## src/rtl/aidan_mcnay_div_pkg.sv

```systemverilog
`default_nettype none
// ============================================================================
// aidan_mcnay_div_pkg : FSM state type and counter-width helper for the iterative divider
// Rev 1.0
// ============================================================================
package aidan_mcnay_div_pkg;

  typedef enum logic [1:0] {
    DIV_IDLE = 2'd0,
    DIV_CALC = 2'd1,
    DIV_DONE = 2'd2
  } div_state_t;

  // Counter width needed to index nbits restoring steps
  function automatic int CNT_W(input int nbits);
    return $clog2(nbits);
  endfunction

endpackage
`default_nettype wire

```

## src/rtl/aidan_mcnay_div_step.sv

```systemverilog
`default_nettype none
// ============================================================================
// aidan_mcnay_div_step : one combinational radix-2 restoring division step
// Rev 1.0
// ============================================================================
module aidan_mcnay_div_step
  import aidan_mcnay_div_pkg::*;
#(
  parameter int nbits = 32
) (
  input  logic [nbits:0]   rem,
  input  logic             q_msb,
  input  logic [nbits-1:0] div,
  output logic [nbits:0]   rem_next,
  output logic             q_bit
);

  logic [nbits+1:0] w_p;
  logic             w_ge;

  // A non-negative trial difference is the same test as p >= div
  assign w_p      = {rem, q_msb};
  assign w_ge     = (w_p >= {2'b00, div});
  assign q_bit    = w_ge;
  assign rem_next = w_ge ? (nbits+1)'(w_p - {2'b00, div}) : w_p[nbits:0];

endmodule
`default_nettype wire

```

## src/rtl/aidan_mcnay_iter_divrem.sv

```systemverilog
`default_nettype none
// ============================================================================
// aidan_mcnay_iter_divrem : multi-cycle restoring unsigned divider, val/rdy streams
// Optional macro ITER_DIV_EARLY_EXIT_EN skips iteration when opa < opb.  Rev 1.0
// ============================================================================
module aidan_mcnay_iter_divrem
  import aidan_mcnay_div_pkg::*;
#(
  parameter int nbits = 32
) (
  input  logic             clk,
  input  logic             reset,
  input  logic [nbits-1:0] opa,
  input  logic [nbits-1:0] opb,
  input  logic             istream_val,
  output logic             istream_rdy,
  output logic [nbits-1:0] result,
  output logic [nbits-1:0] remainder,
  output logic             ostream_val,
  input  logic             ostream_rdy
);

  localparam int CW = CNT_W(nbits);

  div_state_t       r_state;
  div_state_t       w_state_next;
  logic [nbits-1:0] r_q;
  logic [nbits-1:0] r_div;
  logic [nbits:0]   r_rem;
  logic [CW-1:0]    r_cnt;

  logic             w_last;
  logic             w_early;
  logic             w_q_bit;
  logic [nbits:0]   w_rem_next;

  assign w_last = (r_cnt == CW'(nbits - 1));

`ifdef ITER_DIV_EARLY_EXIT_EN
  assign w_early = (opb != '0) && (opa < opb);
`else
  assign w_early = 1'b0;
`endif

  aidan_mcnay_div_step #(.nbits(nbits)) u_step (
    .rem      (r_rem),
    .q_msb    (r_q[nbits-1]),
    .div      (r_div),
    .rem_next (w_rem_next),
    .q_bit    (w_q_bit)
  );

  always_ff @(posedge clk or negedge reset) begin
    if (!reset) r_state <= DIV_IDLE;
    else        r_state <= w_state_next;
  end

  always_comb begin
    w_state_next = r_state;
    case (r_state)
      DIV_IDLE: if (istream_val) w_state_next = w_early ? DIV_DONE : DIV_CALC;
      DIV_CALC: if (w_last)      w_state_next = DIV_DONE;
      DIV_DONE: if (ostream_rdy) w_state_next = DIV_IDLE;
      default:                   w_state_next = DIV_IDLE;
    endcase
  end

  always_comb begin
    istream_rdy = (r_state == DIV_IDLE);
    ostream_val = (r_state == DIV_DONE);
  end

  // Outputs only load on the way into DONE, so a partial quotient is never visible
  always_ff @(posedge clk or negedge reset) begin
    if (!reset) begin
      r_q       <= '0;
      r_div     <= '0;
      r_rem     <= '0;
      r_cnt     <= '0;
      result    <= '0;
      remainder <= '0;
    end else begin
      case (r_state)
        DIV_IDLE: begin
          if (istream_val) begin
            r_q   <= opa;
            r_div <= opb;
            r_rem <= '0;
            r_cnt <= '0;
            if (w_early) begin
              result    <= '0;
              remainder <= opa;
            end
          end
        end
        DIV_CALC: begin
          r_q   <= {r_q[nbits-2:0], w_q_bit};
          r_rem <= w_rem_next;
          r_cnt <= r_cnt + CW'(1);
          if (w_last) begin
            result    <= {r_q[nbits-2:0], w_q_bit};
            remainder <= w_rem_next[nbits-1:0];
          end
        end
        default: ;
      endcase
    end
  end

endmodule
`default_nettype wire

```

## config.mk

```make
export PLATFORM = sky130hd
export DESIGN_NAME = aidan_mcnay_iter_divrem
export DESIGN_NICKNAME = d
export VERILOG_FILES = /design/src/rtl/aidan_mcnay_div_pkg.sv /design/src/rtl/aidan_mcnay_div_step.sv /design/src/rtl/aidan_mcnay_iter_divrem.sv
export SDC_FILE = /design/constraint.sdc
export NUM_CORES = 1
export LEC_CHECK = 0
export CORE_ASPECT_RATIO = 1.4
export CORE_MARGIN = 2
export CORE_UTILIZATION = 45
export DETAILED_ROUTE_END_ITERATION = 10
export HOLD_SLACK_MARGIN = 0.08
export PLACE_DENSITY = 0.68
export SETUP_SLACK_MARGIN = 0.02
export SLEW_MARGIN = 20
export SYNTH_ARGS = -nofsm -noshare
export SYNTH_HDL_FRONTEND = slang
export SYNTH_HIERARCHICAL = 1
export SYNTH_SLANG_ARGS = --single-unit
```

## constraint.sdc

```tcl
create_clock -name clk -period 6.7 [get_ports clk]
set_input_delay 1.005 -clock clk [delete_from_list [all_inputs] [get_ports clk]]
set_output_delay 1.005 -clock clk [all_outputs]
set_load 0.01 [all_outputs]
```

# Yosys cells after proc, flatten, opt, wreduce, memory -nomap -nowiden
# Index checks and enable logic that the tools add are counted.
# W data, S select, Z words.
# classes
addsub	2
mul	0
div	0
magnitude_cmp	1
n_eq_ne	6
shift	0
mux	11
n_bitwise	0
n_reduce_logical	6
# op_table
cell	count
$mux W33	2
$pmux W33 S2	1
$pmux W32 S2	1
$ge A34 B32 Y1	1
$sub A33 B32 Y33	1
$mux W32	1
$pmux W5 S2	1
$mux W2	3
$pmux W2 S3	1
$reduce_and A2 Y1	3
$add A5 B1 Y5 const B	1
$eq A5 B5 Y1 const B	1
$mux W5	1
$ne A2 B2 Y1 const B	2
$reduce_and A3 Y1	1
$eq A2 B1 Y1 const B	1
$eq A2 B2 Y1 const B	1
$logic_not A2 Y1	1
$ne A2 B1 Y1 const B	1
$reduce_bool A2 Y1	1
# totals
regBits	168
latchBits	0
ramBits	0
romBits	0
in_bits	68
elab_cells	33
n_memories	0

# Longest topological paths before layout
# Gate-level depths: netlist of run 1.
# depth
depth_word	3
mapped_depth	16

# Modules after synthesis
# The synthesis of run 1 kept the hierarchy.
# by_module_without_submodules
mod	n_inst	cells_each	area_per_inst_um2
aidan_mcnay_iter_divrem	1	543	6950.4
aidan_mcnay_div_step	1	346	2190.9

# Worst setup path before layout of run 1
# OpenSTA, ideal clock, no wires.
# synth_path
path_kind	register to register
start	register r_q[31]
end	register remainder[22]
setup_ns	0.125
arrival_ns	2.894
t_required_ns	6.575
slack_ns	3.680
stages_incl_launch_ff	15
path_buffers	0
cell_sequence	dfrtp_1 > inv_1 > ha_1 > inv_1 > fa_1 > a211oi_2 > o211a_1 > nor2_1 > a21o_1 > a311o_1 > a21o_1 > a21oi_2 > xnor2_1 > mux2_2 > mux2_4
# synth_between
elab_chain_cells	2
# synth_rtl
element	line	rtl
start: declaration	aidan_mcnay_iter_divrem.sv:27	logic [nbits-1:0] r_q;
start signal: assignment	aidan_mcnay_iter_divrem.sv:86	r_q <= opa;
start signal: assignment	aidan_mcnay_iter_divrem.sv:97	r_q <= {r_q[nbits-2:0], w_q_bit};
$sub A33 B32 Y33 or $ge A34 B32 Y1 (tied branches)	aidan_mcnay_div_step.sv:25, aidan_mcnay_div_step.sv:23	
$mux W33 *	aidan_mcnay_div_step.sv:25	assign rem_next = w_ge ? (nbits+1)'(w_p - {2'b00, div}) : w_p[nbits:0];
net w_rem_next[22]	aidan_mcnay_iter_divrem.sv:35	logic [nbits:0] w_rem_next;
end signal: assignment	aidan_mcnay_iter_divrem.sv:92	remainder <= opa;
end signal: assignment	aidan_mcnay_iter_divrem.sv:102	remainder <= w_rem_next[nbits-1:0];
end: declaration	aidan_mcnay_iter_divrem.sv:18	output logic [nbits-1:0] remainder,
# Mark *: on every way through the listed nets, which the timed path passes. The rest lies on a longest branch.
# A chain may end at the register's enable or synchronous reset.

# Worst setup path in the final report of run 1
# layout_path
start	register r_q[31]
end	register remainder[31]
# layout_between
elab_chain_cells	2
# layout_rtl
element	line	rtl
$ge A34 B32 Y1	aidan_mcnay_div_step.sv:23	assign w_ge = (w_p >= {2'b00, div});
net w_q_bit	aidan_mcnay_iter_divrem.sv:34	logic w_q_bit;
$mux W33	aidan_mcnay_div_step.sv:25	
net w_rem_next[31]	aidan_mcnay_iter_divrem.sv:35	
# The timed path passes the listed nets, and every way through them passes these cells.

==> flow_summary.toml, run 1 <==
[timing]
fin_crit_ns = 3.772
setup_viol = 0
period_share = 0.5630
drv_slew = 0
rsz0062_at_grt = "false"
skew_ns = 0.01003
tightest_slew_ns = 0.9644
fmax_mhz = 265.1
hold_viol = 0
final.setup.worst_slack_ns = 2.928
slew_headroom = 0.3571
timing.setup.tns_ns = 0

[clocking]
clk_latency_ns = 0.43
cts_buffer_depth = 2
h-tree-depth = 4
postCtsSetupBuffers = 0
cts_hold_buf = 0
cts-resized-gates = 0
root_buffer = "clkbuf_16"
clock-sinks = 168
clkSlewWorstSetupHoldPaths_ns = 0.07
cts_tree = "built"
cts_buffers = 17

[drt]
first_pass_iters = 4
viasPerCell = 5.380
drc_errors = 0
vias = 6800
ant_nets = 0
routed_wirelength_um = 21100
drtIter0Drc = 299
post_drt_wl_per_cell_um = 16.69

[worst_setup_path]
reg2reg_to = "remainder[31]"
crit_path_max_fanout = 41
worstPathCellList = "inv_1, ha_1, inv_1, fa_1, a211oi_2, o211a_1, o211ai_1, and2_1, a31oi_2, a31oi_4, buf_4, inv_2, a211oi_1, nand3_1, mux2_2"
cp_slowest_stage_delay_ns = 0.47
critPathSlowestCell = "buf_4"
cp-end-kind = "flop"
r2r_start = "r_q[31]"
worstSetupPathType = "flop to flop"
start_kind = "flop"
critPathRequiredTime_ns = 7.01
cpMostUsedCell = "inv_1"
r2r_cells = 15
startpoint = "r_q[31]"
worst_ep_arrival_time_ns = 4.09
endpoint = "remainder[31]"
reg2reg_slack_ns = 2.93

[hold_path]
hold_path.class = "flop to flop"

[placement]
placed_cell_area_mm2 = 0.01057
gp_congestion = 0.8580
hpwl_um = 14180
io_buffers = 133
post-place-ws_ns = 2.921
dpl.cell_count = 1232

[logic_synthesis]
yosysTopAreaCell = "dfrtp_1"
syn_area_mm2 = 0.009141
ys.flop_type = "dfrtp_1"
netlist_instances = 889
synthTopCellsByArea = "dfrtp_1, mux2_4, mux2_2, nand2_1, ha_1"
yosysTopAreaCellShare = 0.4599
ys_async_sr_fraction = 1.000
synth.avg_cell_area_um2 = 10.28
synth.distinct_cells = 64
yosysWarnings = 6
syn-num-nets = 992
ys_ff_latch = 168
seq_area_frac_synth = 0.4599
synth_edf_count = 0

[die]
die_h_um = 172.6
die_x_um = 124.5
rows = 61
core_mm2 = 0.01992
dieArea_mm2 = 0.02149
initial_core_util = 0.4589
ios = 134

[global_route]
grt_max_degree = 103
antenna_found_initial = 0
grt_first_pass_wirelength_um = 35940
grt_overflow = 0
grt_usage = 0.2021
grt_pass1_vias = 7087

[run_status]
status = "completed"

[run]
maxCapViolCount = 0

[cells_and_area]
fin_util = 0.5605
nets = 1102
antenna_cells = 0
design_area_mm2 = 0.01116
area_growth_syn_to_layout_pct = 22.13
drive_gt1_frac = 0.1522
final_cells = 1264

[power]
leakagePower_uw = 0.005146
powerDensity_mw_per_mm2 = 615.6
ir_drop_mv = 0.2528
per-stage QoR:
step                      total power, uW  hold WS [ns]
final                                6873        0.5027
after global routing                 7532        0.5207
after CTS                            6934        0.5077
after detailed placement             5902        0.4911
after global placement               5827        0.4906
after floorplan                      4760        0.4679
cells in the final DEF (no fill, tap or decap), types with 10 or more instances in the layout:
master and instances:
xnor2_1 18, nand2_1 126, clkbuf_16 17, nand3_1 10, nor2b_1 15, dfrtp_1 168
a21oi_1 64, a22oi_1 32, clkdlybuf4s50_1 132, mux2_4 49, mux2_2 48, o21ai_0 80
inv_1 44, ha_1 34, nor2_1 39
registers in the layout, indices dropped and copies added, names as in the netlist:
register / flops
r_rem: 33
r_div: 32
r_q: 32
remainder: 32
result: 32
r_cnt: 5
r_state: 2
how the worst min path moves through the flow:
stage,from,to,depth (start not counted)
global route,r_div[2],r_div[2],1
detailed placement,result[8],result[8],1
finish,result[8],result[8],1
floorplan,r_q[10],r_q[10],2
CTS,result[8],result[8],1
global placement,r_q[1],r_q[1],2
worst max-delay path: cells and delay by family (launching register included):
kind | cells | cell delay, ns
AO/OA/AOI/OAI | 6 | 1.39
adder cells (fa/ha/maj) | 2 | 0.44
buffers and inverters | 4 | 0.83
flip-flops | 1 | 0.39
multiplexers | 1 | 0.27
AND/OR/NAND/NOR | 2 | 0.34
report_power, final:
part | switching (uW) | internal [uW] | leakage, uW
logic | 2180 | 1830 | 0.00274
clock network | 433 | 557 | 0.000279
registers | 338 | 1530 | 0.00212
metal layers:
layer,up-vias,GRT usage,part of all wire,wire (um)
li1,3312,-,-,-
met1,3307,0.2571,0.43,9168
met2,164,0.3424,0.50,10520
met3,17,0.04981,0.053,1116
met4,0,0.05805,0.014,293
met5,-,0,0,0
cell usage after synthesis (3+ instances only):
| cell | n |
|---|---|
| o211ai_1 | 4 |
| o21bai_1 | 6 |
| nand2_1 | 127 |
| xnor2_1 | 18 |
| and2_1 | 5 |
| o21ai_1 | 7 |
| xor2_1 | 9 |
| nor2_1 | 39 |
| mux2_2 | 48 |
| clkbuf_1 | 21 |
| inv_1 | 44 |
| o211a_1 | 3 |
| mux2_4 | 49 |
| ha_1 | 34 |
| a21oi_1 | 64 |
| buf_6 | 8 |
| nor3_1 | 5 |
| nand4_1 | 5 |
| nand2b_1 | 8 |
| o21ai_0 | 80 |
| nand3_1 | 10 |
| buf_2 | 16 |
| a21o_1 | 9 |
| dfrtp_1 | 168 |
| nor2b_1 | 17 |
| a22oi_1 | 32 |
| a31oi_1 | 4 |
area by class of cell:
class	instances	area, um^2
Fill cell	1721	8756
Multi-Input combinational cell	627	4498
Sequential cell	168	4204
Timing Repair Buffer	140	1385
Clock buffer	17	425.4
Tap cell	252	315.3
Inverter	45	168.9
Clock inverter	15	167.7
kinds of logic (layout without fill, tap and decap cells):
logic type | count (synthesis) | after routing | share of synthesized area
AO/OA/AOI/OAI | 236 | 236 | 0.1611
XOR/XNOR | 27 | 27 | 0.02587
adder cells (fa/ha/maj) | 35 | 35 | 0.04873
buffers and inverters | 94 | 217 | 0.05023
flip-flops | 168 | 168 | 0.4599
multiplexers | 99 | 99 | 0.1419
AND/OR/NAND/NOR | 230 | 230 | 0.1122
Note: power is estimated with default switching activity, not from simulation.
==> inputs of run 2 (changes only) <==
clock period = 3.9 ns   (was 6.7 ns; I/O delays follow)
==> run 2 against run 1 <==
Final cell count rose by 0.55%. Combinational power rose by 72%. Register-to-register slack got worse by 2.3 ns. Clock skew rose by 0.0052 ns. Non-clock buffer count rose by 7. Clock power rose by 71%. Worst hold slack got worse by 0.34 ns. First-iteration DRC count rose by 22%. Power rose by 72%. Fmax rose by 14%. Largest cell class unchanged.
==> flow_summary.toml, run 2 (same netlist as run 1, synthesis figures left out) <==
[cells_and_area]
drive_gt1_frac = 0.1560
antenna_cells = 0
final_common_cell = "dfrtp_1"
largest_reg_flops = 33
nets = 1109
largest_register = "r_rem"
final_cells = 1271
area_growth_syn_to_layout_pct = 22.98
final_cell_mix = "dfrtp_1, clkdlybuf4s50_1, nand2_1, o21ai_0, a21oi_1"

[timing]
drv_slew = 0
slew_headroom = 0.4396
fmax_mhz = 301.3
rsz0062_at_grt = "false"
period_share = 0.8511
skew_ns = 0.01520
timing.setup.tns_ns = 0
fin_crit_ns = 3.319
setup_viol = 0
tightest_slew_ns = 0.8407
hold_viol = 0

[power]
powerDensity_mw_per_mm2 = 1053
leakagePower_uw = 0.005203
ir_drop_mv = 0.4338

[worst_setup_path]
path_buf_inv = 3
worstSetupPathType = "flop to flop"
worst_ep_arrival_time_ns = 3.63
critPathTopFamily = "compound AO/OA/AOI/OAI gates"
worstPathCellList = "inv_1, ha_1, inv_1, fa_1, a211oi_2, o211a_1, o211ai_1, and2_1, a31oi_2, a31oi_4, buf_4, mux2_2, mux2_4"
cpMostUsedCell = "inv_1"
critPathSlowestCell = "fa_1"
reg2reg_slack_ns = 0.58
cp_slowest_stage_delay_ns = 0.44
crit_path_max_fanout = 13
cp-end-kind = "flop"
critPathRequiredTime_ns = 4.21
start_kind = "flop"

[clocking]
clock-sinks = 168
clkSlewWorstSetupHoldPaths_ns = 0.08
cts_hold_buf = 0
cts_tree = "built"
cts-resized-gates = 0
postCtsSetupBuffers = 0
cts_buffer_depth = 2
cts_buffers = 17
root_buffer = "clkbuf_16"
h-tree-depth = 4
clk_latency_ns = 0.43

[global_route]
grt_pass1_vias = 7042
grt_max_degree = 97
grt.busiest_layer = "met2"
gr-usage-met2 = 0.3486
antenna_found_initial = 0
use_met3 = 0.04827
grt_usage = 0.2020
grt_overflow = 0
use_met1 = 0.2524
grt_first_pass_wirelength_um = 35720

[drt]
viasPerCell = 5.458
ant_nets = 0
routed_wirelength_um = 21470
vias = 6937
post_drt_wl_per_cell_um = 16.89
drc_errors = 0
first_pass_iters = 4
drtIter0Drc = 366

[placement]
hpwl_um = 14600
dpl.cell_count = 1239
io_buffers = 133
gp_congestion = 0.8424

[die]
ios = 134
dieArea_mm2 = 0.02149
die_h_um = 172.6
die_x_um = 124.5
initial_core_util = 0.4589
core_mm2 = 0.01992
rows = 61

[hold_path]
hold_path.class = "input port to async pin"

[run]
maxCapViolCount = 0

[run_status]
status = "completed"
## run 2: per-layer routing
layer  vias up  part of all wire
li1       3344                 -
met1      3437              0.43
met2       140              0.51
met3        16             0.047
met4         0             0.014
met5         -                 0
## run 2: per-stage QoR
stage | setup slack (ns) | total power [uW] | util | hold slack (ns) | cell area [um^2]
floorplan | 0.8805 | 8178 | - | 0.2894 | 9141
detailed placement | 0.6226 | 10150 | 0.5343 | 0.4901 | 10640
CTS | 0.5852 | 11890 | 0.5643 | 0.1917 | 11240
global placement | 0.7007 | 9988 | 0.5343 | 0.4887 | 10640
global route | 0.2810 | 12880 | 0.5643 | 0.2122 | 11240
finish | 0.5805 | 11840 | 0.5643 | 0.1606 | 11240
## run 2: power breakdown
group	total [uW]	switching [uW]	internal, uW
clock network	1690	821	866
logic	6920	3740	3180
registers	3230	613	2620
## run 2: path summary, 6_finish.rpt
path	start	endpoint	cells after the start
max	r_q[31]	remainder[22]	13
min	reset	r_div[27]	1
max reg2reg	r_q[31]	remainder[22]	13
min reg2reg	remainder[28]	remainder[28]	1
max in group asynchronous	reset	result[5]	2
min in group clk	remainder[28]	remainder[28]	1
## run 2: area by class of cell
type	count	area, um^2
Clock inverter	15	172.7
Tap cell	252	315.3
Multi-Input combinational cell	627	4493
Fill cell	1732	8678
Inverter	45	168.9
Clock buffer	17	425.4
Timing Repair Buffer	147	1463
Sequential cell	168	4204
## run 2: worst register-to-register path: stages (launching register included)
cell	delay (ns)
dfrtp_1	0.41
inv_1	0.07
ha_1	0.15
inv_1	0.05
fa_1	0.44
a211oi_2	0.27
o211a_1	0.21
o211ai_1	0.09
and2_1	0.18
a31oi_2	0.29
a31oi_4	0.24
buf_4	0.24
mux2_2	0.29
mux2_4	0.27
